### src/rtl/hamming_dec_arb.sv
// hamming_dec_arb
// Two-requester round-robin front end feeding a Hamming(7,4) single-error
// corrector. One word is in flight at a time and moves through a fixed
// four-state pipeline: accept, syndrome, correct, present.
//
// Ports
//   clk, rst_n                 clock, async active-low reset
//   req0_valid/code/ready      requester 0 handshake + 7-bit codeword
//   req1_valid/code/ready      requester 1 handshake + 7-bit codeword
//   out_valid/out_ready        result handshake
//   out_code, out_data         corrected codeword and its 4 data bits
//   out_id, out_err            source requester, nonzero-syndrome flag
//   clr_cnt, err_cnt           clear / saturating corrected-word counter
//
// state | meaning
// IDLE  | waiting for a transfer; the only state where ready can be high
// SYND  | syndrome of the captured word is registered
// CORR  | corrected word, data and error flag are registered
// OUT   | result presented until out_ready

module hamming_dec_arb #(
  parameter int CNT_W = 8
) (
  input  logic             clk,
  input  logic             rst_n,
  input  logic             req0_valid,
  input  logic [6:0]       req0_code,
  output logic             req0_ready,
  input  logic             req1_valid,
  input  logic [6:0]       req1_code,
  output logic             req1_ready,
  output logic             out_valid,
  input  logic             out_ready,
  output logic [6:0]       out_code,
  output logic [3:0]       out_data,
  output logic             out_id,
  output logic             out_err,
  input  logic             clr_cnt,
  output logic [CNT_W-1:0] err_cnt
);

  typedef enum logic [1:0] {IDLE, SYND, CORR, OUT} state_t;

  state_t           state_q, state_d;
  logic [6:0]       code_q, code_d;
  logic             id_q, id_d;
  logic [2:0]       synd_q, synd_d;
  logic             last_q, last_d;
  logic             out_valid_q, out_valid_d;
  logic [6:0]       out_code_q, out_code_d;
  logic [3:0]       out_data_q, out_data_d;
  logic             out_id_q, out_id_d;
  logic             out_err_q, out_err_d;
  logic [CNT_W-1:0] cnt_q, cnt_d;

  logic grant0, grant1, xfer0, xfer1, out_hs;
  logic [6:0] flip, corrected;
  logic [2:0] synd_calc;

  // On a tie the requester that did not win last time goes; last_q resets
  // to 1 so requester 0 wins the first tie.
  assign grant0 = req0_valid && (!req1_valid || last_q);
  assign grant1 = req1_valid && (!req0_valid || !last_q);

  // rst_n gating keeps ready low while reset holds the FSM in IDLE.
  assign req0_ready = rst_n && (state_q == IDLE) && grant0;
  assign req1_ready = rst_n && (state_q == IDLE) && grant1;
  assign xfer0      = req0_valid && req0_ready;
  assign xfer1      = req1_valid && req1_ready;
  assign out_hs     = out_valid_q && out_ready;

  assign synd_calc = {^{code_q[3], code_q[4], code_q[5], code_q[6]},
                      ^{code_q[1], code_q[2], code_q[5], code_q[6]},
                      ^{code_q[0], code_q[2], code_q[4], code_q[6]}};

  // Syndrome s names Hamming position s, i.e. bit s-1; zero selects no bit.
  always_comb begin
    flip = '0;
    for (int i = 0; i < 7; i++) begin
      flip[i] = (synd_q == 3'(i + 1));
    end
  end

  assign corrected = code_q ^ flip;

  always_comb begin
    state_d     = state_q;
    code_d      = code_q;
    id_d        = id_q;
    synd_d      = synd_q;
    last_d      = last_q;
    out_valid_d = out_valid_q;
    out_code_d  = out_code_q;
    out_data_d  = out_data_q;
    out_id_d    = out_id_q;
    out_err_d   = out_err_q;
    case (state_q)
      IDLE: begin
        if (xfer0 || xfer1) begin
          code_d  = xfer1 ? req1_code : req0_code;
          id_d    = xfer1;
          last_d  = xfer1;
          state_d = SYND;
        end
      end
      SYND: begin
        synd_d  = synd_calc;
        state_d = CORR;
      end
      CORR: begin
        out_code_d  = corrected;
        out_data_d  = {corrected[6], corrected[5], corrected[4], corrected[2]};
        out_err_d   = |synd_q;
        out_id_d    = id_q;
        out_valid_d = 1'b1;
        state_d     = OUT;
      end
      OUT: begin
        if (out_ready) begin
          out_valid_d = 1'b0;
          state_d     = IDLE;
        end
      end
      default: state_d = IDLE;
    endcase
  end

  // Clear takes priority over a coincident counting handshake.
  always_comb begin
    cnt_d = cnt_q;
    if (clr_cnt) begin
      cnt_d = '0;
    end else if (out_hs && out_err_q && (cnt_q != {CNT_W{1'b1}})) begin
      cnt_d = cnt_q + CNT_W'(1);
    end
  end

  always_ff @(posedge clk or negedge rst_n) begin
    if (!rst_n) begin
      state_q     <= IDLE;
      code_q      <= '0;
      id_q        <= 1'b0;
      synd_q      <= '0;
      last_q      <= 1'b1;
      out_valid_q <= 1'b0;
      out_code_q  <= '0;
      out_data_q  <= '0;
      out_id_q    <= 1'b0;
      out_err_q   <= 1'b0;
      cnt_q       <= '0;
    end else begin
      state_q     <= state_d;
      code_q      <= code_d;
      id_q        <= id_d;
      synd_q      <= synd_d;
      last_q      <= last_d;
      out_valid_q <= out_valid_d;
      out_code_q  <= out_code_d;
      out_data_q  <= out_data_d;
      out_id_q    <= out_id_d;
      out_err_q   <= out_err_d;
      cnt_q       <= cnt_d;
    end
  end

  assign out_valid = out_valid_q;
  assign out_code  = out_code_q;
  assign out_data  = out_data_q;
  assign out_id    = out_id_q;
  assign out_err   = out_err_q;
  assign err_cnt   = cnt_q;

endmodule

### config.mk
export PLATFORM = sky130hd
export DESIGN_NAME = hamming_dec_arb
export DESIGN_NICKNAME = d
export VERILOG_FILES = /design/src/rtl/hamming_dec_arb.sv
export SDC_FILE = /design/constraint.sdc
export NUM_CORES = 1
export LEC_CHECK = 0
export ABC_AREA = 0
export CAP_MARGIN = 20
export CELL_PAD_IN_SITES_DETAIL_PLACEMENT = 1
export CELL_PAD_IN_SITES_GLOBAL_PLACEMENT = 2
export CORE_ASPECT_RATIO = 1.25
export CORE_UTILIZATION = 31
export DETAILED_ROUTE_END_ITERATION = 16
export GPL_TIMING_DRIVEN = 0
export PLACE_DENSITY = 0.87
export SYNTH_ARGS = -nofsm -noshare
export SYNTH_HDL_FRONTEND = slang
export SYNTH_SLANG_ARGS = --single-unit
### constraint.sdc
create_clock -name clk -period 4.3 [get_ports clk]
set_input_delay 0.86 -clock clk [delete_from_list [all_inputs] [get_ports clk]]
set_output_delay 0.86 -clock clk [all_outputs]
set_load 0.01 [all_outputs]
==> flow_metrics.env, run 1 <==
export IMPL_tightestPinTransition_ns=0.7651
export IMPL_path_depth=4
export IMPL_first_global_vias=1339
export IMPL_crit_chain="buf_2 > nand4_1 > inv_1 > clkdlybuf4s50_1"
export IMPL_synthToLayoutAreaGrowth_pct=33.98
export IMPL_dr_wl_met2_um=1759
export IMPL_p_per_area_nw_per_um2=658.1
export IMPL_cts_repair_resized=0
export IMPL_crit_buf_inv=3
export IMPL_post_synth_cell_area_avg_um2=9.936
export IMPL_r2r_start="state_q[0]"
export IMPL_final_nets=244
export IMPL_ir_drop_uv=216.8
export IMPL_final_area_um2=2250
export IMPL_ys_ff_latch=32
export IMPL_crit_required_ns=3.44
export IMPL_synth_edf_count=0
export IMPL_clockBufferDepth=2
export IMPL_dp_hpwl_um=2618
export IMPL_drive_gt1_share_pct=7.798
export IMPL_viasPerCell=4.779
export IMPL_diodes=0
export IMPL_async_flop_share_pct=100.0
export IMPL_power_w=0.001480
export IMPL_gp_congestion=0.7356
export IMPL_fin_util_pct=43.66
export IMPL_cp_top_family="buffers and inverters"
export IMPL_synth_top_family_by_area="simple AND/OR/NAND/NOR gates"
export IMPL_drc=0
export IMPL_antenna_left=0
export IMPL_clock_sinks=32
export IMPL_yosysTopAreaCell="dfrtp_1"
export IMPL_met1Wirelength_um=1609
export IMPL_ios=44
export IMPL_finalSetupViolations=0
export IMPL_grt_pass1_wl_um=6037
export IMPL_max_freq_mhz=267.5
export IMPL_synth_top_area_share_pct=46.20
export IMPL_relSlewSlack_pct=48.99
export IMPL_clock_latency_ns=0.28
export IMPL_post_synth_fa_ha_maj_area_fraction_pct=4.471
export IMPL_placed_area_um2=2172
export IMPL_wl_met3_um=128
export IMPL_firstDrtPassIters=4
export IMPL_syn_inst=169
export IMPL_rows=29
export IMPL_skew_ns=0.006449
export IMPL_cp_start_kind="input pin"
export IMPL_path_clk_slew_ns=0.06
export IMPL_fp_dieArea_um2=5717
export IMPL_portBuffers=42
export IMPL_ys_warn_count=0
export IMPL_cts_root_buf="clkbuf_8"
export IMPL_ys_top_cells_by_area="dfrtp_1 46%, xnor2_1 6.3%, mux2i_1 4.8%"
export IMPL_grt_antenna_before_repair=0
export IMPL_outcome="complete, no violations"
export IMPL_ys_types=35
export IMPL_ctsHoldBuffers=0
export IMPL_synthesis_area_um2=1679
export IMPL_core_area_um2=5152
export IMPL_worstPathArrival_ns=2.88
export IMPL_crit_end="req1_ready"
export IMPL_synthFlopType="dfrtp_1"
export IMPL_maxCapViolCount=0
export IMPL_synth_top_cells_by_count="31 x dfrtp_1, 20 x nor2_1, 15 x nand2_1, 14 x a21oi_1, 12 x xnor2_1"
export IMPL_grt_ovfl_total=0
export IMPL_cp_max_fo=35
export IMPL_reg2reg_slack_ns=2.48
export IMPL_wl_per_cell_um=12.80
export IMPL_postRouteWirelength_um=3584
export IMPL_die_w_um=67.83
export IMPL_grt_max_degree=36
export IMPL_cp_end_kind="output port"
export IMPL_worst_r2r_endpoint="code_q[6]"
export IMPL_hold_class="flip-flop to flip-flop"
export IMPL_crit_type="input pin to output port"
export IMPL_die_y_um=84.29
export IMPL_grt_setup_unrepaired="no"
export IMPL_slowest_delay_ns=0.64
export IMPL_synth_xor_area_share_pct=10.43
export IMPL_yosysMostFrequentCell="dfrtp_1"
export IMPL_yosysSeqAreaShare_pct=47.76
export IMPL_cts_tree="yes"
export IMPL_synth_mux_area_share_pct=5.440
export IMPL_fin_crit_sh_pct=86.94
export IMPL_htree_levels=2
export IMPL_reg2regPathDepth=5
export IMPL_post_cts_setup_buffer_count=0
export IMPL_grt_usage_pct=14.05
export IMPL_slew_viol_final=0
export IMPL_synth_compound_area_share_pct=11.55
export IMPL_vias=1338
export IMPL_tns_ns=0
export IMPL_start_util_pct=32.59
export IMPL_first_iter_violations=46
export IMPL_min_period_ns=3.739
export IMPL_hold_viol_final=0
export IMPL_cts_buffers=5
export IMPL_top_layer="met4"
export IMPL_cpMaxStageDelayCell="nand4_1"
export IMPL_worstSetupStartpoint="rst_n"
export IMPL_synth_simple_area_share_pct=15.65
export IMPL_leakagePower_nw=0.9981
export IMPL_syn_num_nets=195
-- cells by family after synthesis --
logic type      after synthesis
flops                        32
simple gates                 52
mux                           9
compound gates               33
buf+inv                      17
fa+ha+maj                     6
xor+xnor                     20
-- worst min path at each step --
stage	startpoint	endpoint	slack [ns]	depth (start not counted)
final	id_q	id_q	0.49	2
after global routing	out_id	out_id	0.53	1
after CTS	id_q	id_q	0.50	2
after detailed placement	id_q	id_q	0.48	2
after global placement	id_q	id_q	0.46	2
after floorplan	id_q	id_q	0.44	2
-- registers in the layout, summed over array words and instances, names as in the netlist --
register	flops
out_valid	1
out_code	7
err_cnt	8
id_q	1
out_id	1
state_q	2
code_q	7
out_err	1
last_q	1
synd_q	3
-- final cells by class --
class	count	area, um2
Buffer	11	56.30
Sequential cell	32	802.0
Tap cell	62	77.57
Clock buffer	6	72.57
Multi-Input combinational cell	120	798.3
Fill cell	601	2903
Timing Repair Buffer	42	415.4
Clock inverter	1	5.005
Inverter	6	22.52
-- layer usage --
metal  vias to the layer above  track usage, %
met1                       632           16.79
li1                        665               -
met2                        35           22.77
met5                         -               0
met3                         6           3.668
met4                         0           6.818
-- worst register-to-register path, stage by stage (launching register included) --
cell	delay, ns
dfrtp_1	0.40
inv_1	0.13
ha_1	0.23
nand4_1	0.49
mux2i_1	0.35
o21ai_1	0.09
-- per-stage QoR --
step                      hold slack (ns)  setup slack (ns)  std cells
after CTS                          0.4995            0.4596        280
after floorplan                    0.4414             1.921        169
after detailed placement           0.4843            0.4785        273
after global routing               0.5280            0.3197        280
after global placement             0.4628           -0.6962        273
final                              0.4904            0.5614        280
-- where the power goes --
part | internal (W) | total [W] | switching (W)
clock | 0.000110 | 0.000216 | 0.000106
combinational | 0.000388 | 0.000734 | 0.000345
sequential | 0.000428 | 0.000531 | 0.000103
total | 0.000926 | 0.00148 | 0.000554
-- layout by cell type, fill, tap and decap left out, drive strengths merged, types with 8 or more instances in the layout --
cell	netlist	final
nand2	15	15
nor2	20	20
clkdlybuf4s50	0	41
xnor2	12	12
xor2	8	8
mux2i	8	8
clkbuf	6	12
dfrtp	31	31
a21oi	14	14
o21ai	12	12
Power figures use the tool's default switching activity.
==> inputs of run 2 (changes only) <==
--- a/config.mk
+++ b/config.mk
@@ -6,12 +6,14 @@
 export NUM_CORES = 1
 export LEC_CHECK = 0
 export ABC_AREA = 0
+export ABC_CLOCK_PERIOD_IN_PS = 4300
 export CAP_MARGIN = 20
 export CELL_PAD_IN_SITES_DETAIL_PLACEMENT = 1
 export CELL_PAD_IN_SITES_GLOBAL_PLACEMENT = 2
 export CORE_ASPECT_RATIO = 1.25
 export CORE_UTILIZATION = 31
 export DETAILED_ROUTE_END_ITERATION = 16
+export GPL_ROUTABILITY_DRIVEN = 0
 export GPL_TIMING_DRIVEN = 0
 export PLACE_DENSITY = 0.87
 export SYNTH_ARGS = -nofsm -noshare
==> results of run 2 <==
Final layout, timing and power as in run 1 (identical DEF).
==> inputs of run 3 (changes only) <==
--- a/config.mk
+++ b/config.mk
@@ -15,6 +15,7 @@
 export DETAILED_ROUTE_END_ITERATION = 16
 export GPL_ROUTABILITY_DRIVEN = 0
 export GPL_TIMING_DRIVEN = 0
+export MAX_ROUTING_LAYER = met4
 export PLACE_DENSITY = 0.87
 export SYNTH_ARGS = -nofsm -noshare
 export SYNTH_HDL_FRONTEND = slang
==> flow_metrics.env, run 3 (synthesized netlist as in run 1, its figures left out) <==
export IMPL_drive_gt1_share_pct=7.798
export IMPL_vias=1341
export IMPL_first_global_vias=1335
export IMPL_tightestPinTransition_ns=0.7684
export IMPL_cpMaxStageDelayCell="nand4_1"
export IMPL_reg2regPathDepth=5
export IMPL_cp_max_fo=35
export IMPL_skew_ns=0.006441
export IMPL_clock_sinks=32
export IMPL_cts_root_buf="clkbuf_8"
export IMPL_leakagePower_nw=0.9981
export IMPL_ios=44
export IMPL_post_cts_setup_buffer_count=0
export IMPL_multi_input_area_um2=798.3
export IMPL_rows=29
export IMPL_postRouteWirelength_um=3587
export IMPL_final_common_cell="clkdlybuf4s50_1"
export IMPL_core_area_um2=5152
export IMPL_start_util_pct=32.59
export IMPL_worst_r2r_endpoint="code_q[6]"
export IMPL_finalSetupViolations=0
export IMPL_worstSetupStartpoint="rst_n"
export IMPL_viasPerCell=4.789
export IMPL_synthToLayoutAreaGrowth_pct=33.98
export IMPL_slew_viol_final=0
export IMPL_cts_buffers=5
export IMPL_fin_util_pct=43.66
export IMPL_die_w_um=67.83
export IMPL_cts_repair_resized=0
export IMPL_grt_antenna_before_repair=0
export IMPL_power_w=0.001480
export IMPL_diodes=0
export IMPL_largest_reg_flops=8
export IMPL_n_fill_cell=601
export IMPL_hold_class="flip-flop to flip-flop"
export IMPL_cp_end_kind="output port"
export IMPL_cp_start_kind="input pin"
export IMPL_firstDrtPassIters=4
export IMPL_antenna_left=0
export IMPL_grt_usage_pct=14.46
export IMPL_seq_area_um2=802.0
export IMPL_min_period_ns=3.740
export IMPL_grt_ovfl_total=0
export IMPL_path_clk_slew_ns=0.06
export IMPL_drc=0
export IMPL_p_per_area_nw_per_um2=657.7
export IMPL_crit_chain="buf_2 > nand4_1 > inv_1 > clkdlybuf4s50_1"
export IMPL_portBuffers=42
export IMPL_final_cell_mix="41 x clkdlybuf4s50_1, 31 x dfrtp_1, 20 x nor2_1, 15 x nand2_1, 14 x a21oi_1"
export IMPL_r2r_start="state_q[0]"
export IMPL_htree_levels=2
export IMPL_dp_hpwl_um=2618
export IMPL_ctsHoldBuffers=0
export IMPL_reg2reg_slack_ns=2.48
export IMPL_slowest_delay_ns=0.64
export IMPL_cts_tree="yes"
export IMPL_grt_max_degree=36
export IMPL_wl_per_cell_um=12.81
export IMPL_max_freq_mhz=267.4
export IMPL_final_nets=244
export IMPL_ir_drop_uv=216.8
export IMPL_fp_dieArea_um2=5717
export IMPL_maxCapViolCount=0
export IMPL_die_y_um=84.29
export IMPL_fin_crit_sh_pct=86.97
export IMPL_outcome="complete, no violations"
export IMPL_crit_required_ns=3.44
export IMPL_crit_end="req1_ready"
export IMPL_clock_latency_ns=0.28
export IMPL_hold_viol_final=0
export IMPL_worstPathArrival_ns=2.88
export IMPL_first_iter_violations=56
export IMPL_relSlewSlack_pct=48.77
export IMPL_clockBufferDepth=2
export IMPL_crit_type="input pin to output port"
export IMPL_grt_pass1_wl_um=6044
export IMPL_grt_setup_unrepaired="no"
run 3: cell counts in the layout (fill, tap and decap cells not counted):
Identical to the previous run, type by type.
run 3: worst min-delay path by stage:
stage | startpoint | end | slack [ns] | cells after the start
2_1_floorplan | id_q | id_q | 0.44 | 2
3_3_place_gp | id_q | id_q | 0.46 | 2
3_5_place_dp | id_q | id_q | 0.48 | 2
4_1_cts | id_q | id_q | 0.50 | 2
5_1_grt | out_id | out_id | 0.53 | 1
6_report | id_q | id_q | 0.49 | 2
run 3: power by group:
part / internal (W) / switching, W / leakage [nW]
Clock: 0.000110 / 0.000106 / 0.0410
Combinational: 0.000388 / 0.000345 / 0.569
Sequential: 0.000428 / 0.000102 / 0.388
Total: 0.000926 / 0.000553 / 0.998
run 3: worst max-delay path, delay by kind of cell:
kind / cells / cell delay, ns
buffers and inverters: 3 / 1.37
AND/OR/NAND/NOR: 1 / 0.64
run 3: cell type report:
cell class              count  area share [%]
clock buffers               6           3.226
multi-input cells         120           35.48
inverters                   6           1.001
repair buffers             42           18.46
plain buffers              11           2.503
clock inverters             1          0.2225
well taps                  62           3.448
flip-flops and latches     32           35.65
run 3: through the flow:
| step | std cells | TNS (ns) | cell area [um2] | hold slack, ns | setup WS [ns] |
|---|---|---|---|---|---|
| after detailed placement | 273 | 0 | 2172 | 0.4843 | 0.4785 |
| after CTS | 280 | 0 | 2250 | 0.4995 | 0.4596 |
| after floorplan | 169 | 0 | 1679 | 0.4414 | 1.921 |
| after global placement | 273 | -0.8428 | 2177 | 0.4628 | -0.6962 |
| after global routing | 280 | 0 | 2250 | 0.5280 | 0.3189 |
| final | 280 | 0 | 2250 | 0.4904 | 0.5605 |
run 3: per-layer routing:
layer	global-route usage, %	wire [um]	up-vias
li1	-	-	664
met1	16.79	1607	636
met2	22.77	1762	35
met3	3.668	127	6
met4	6.818	89	0
met5	-	0	-
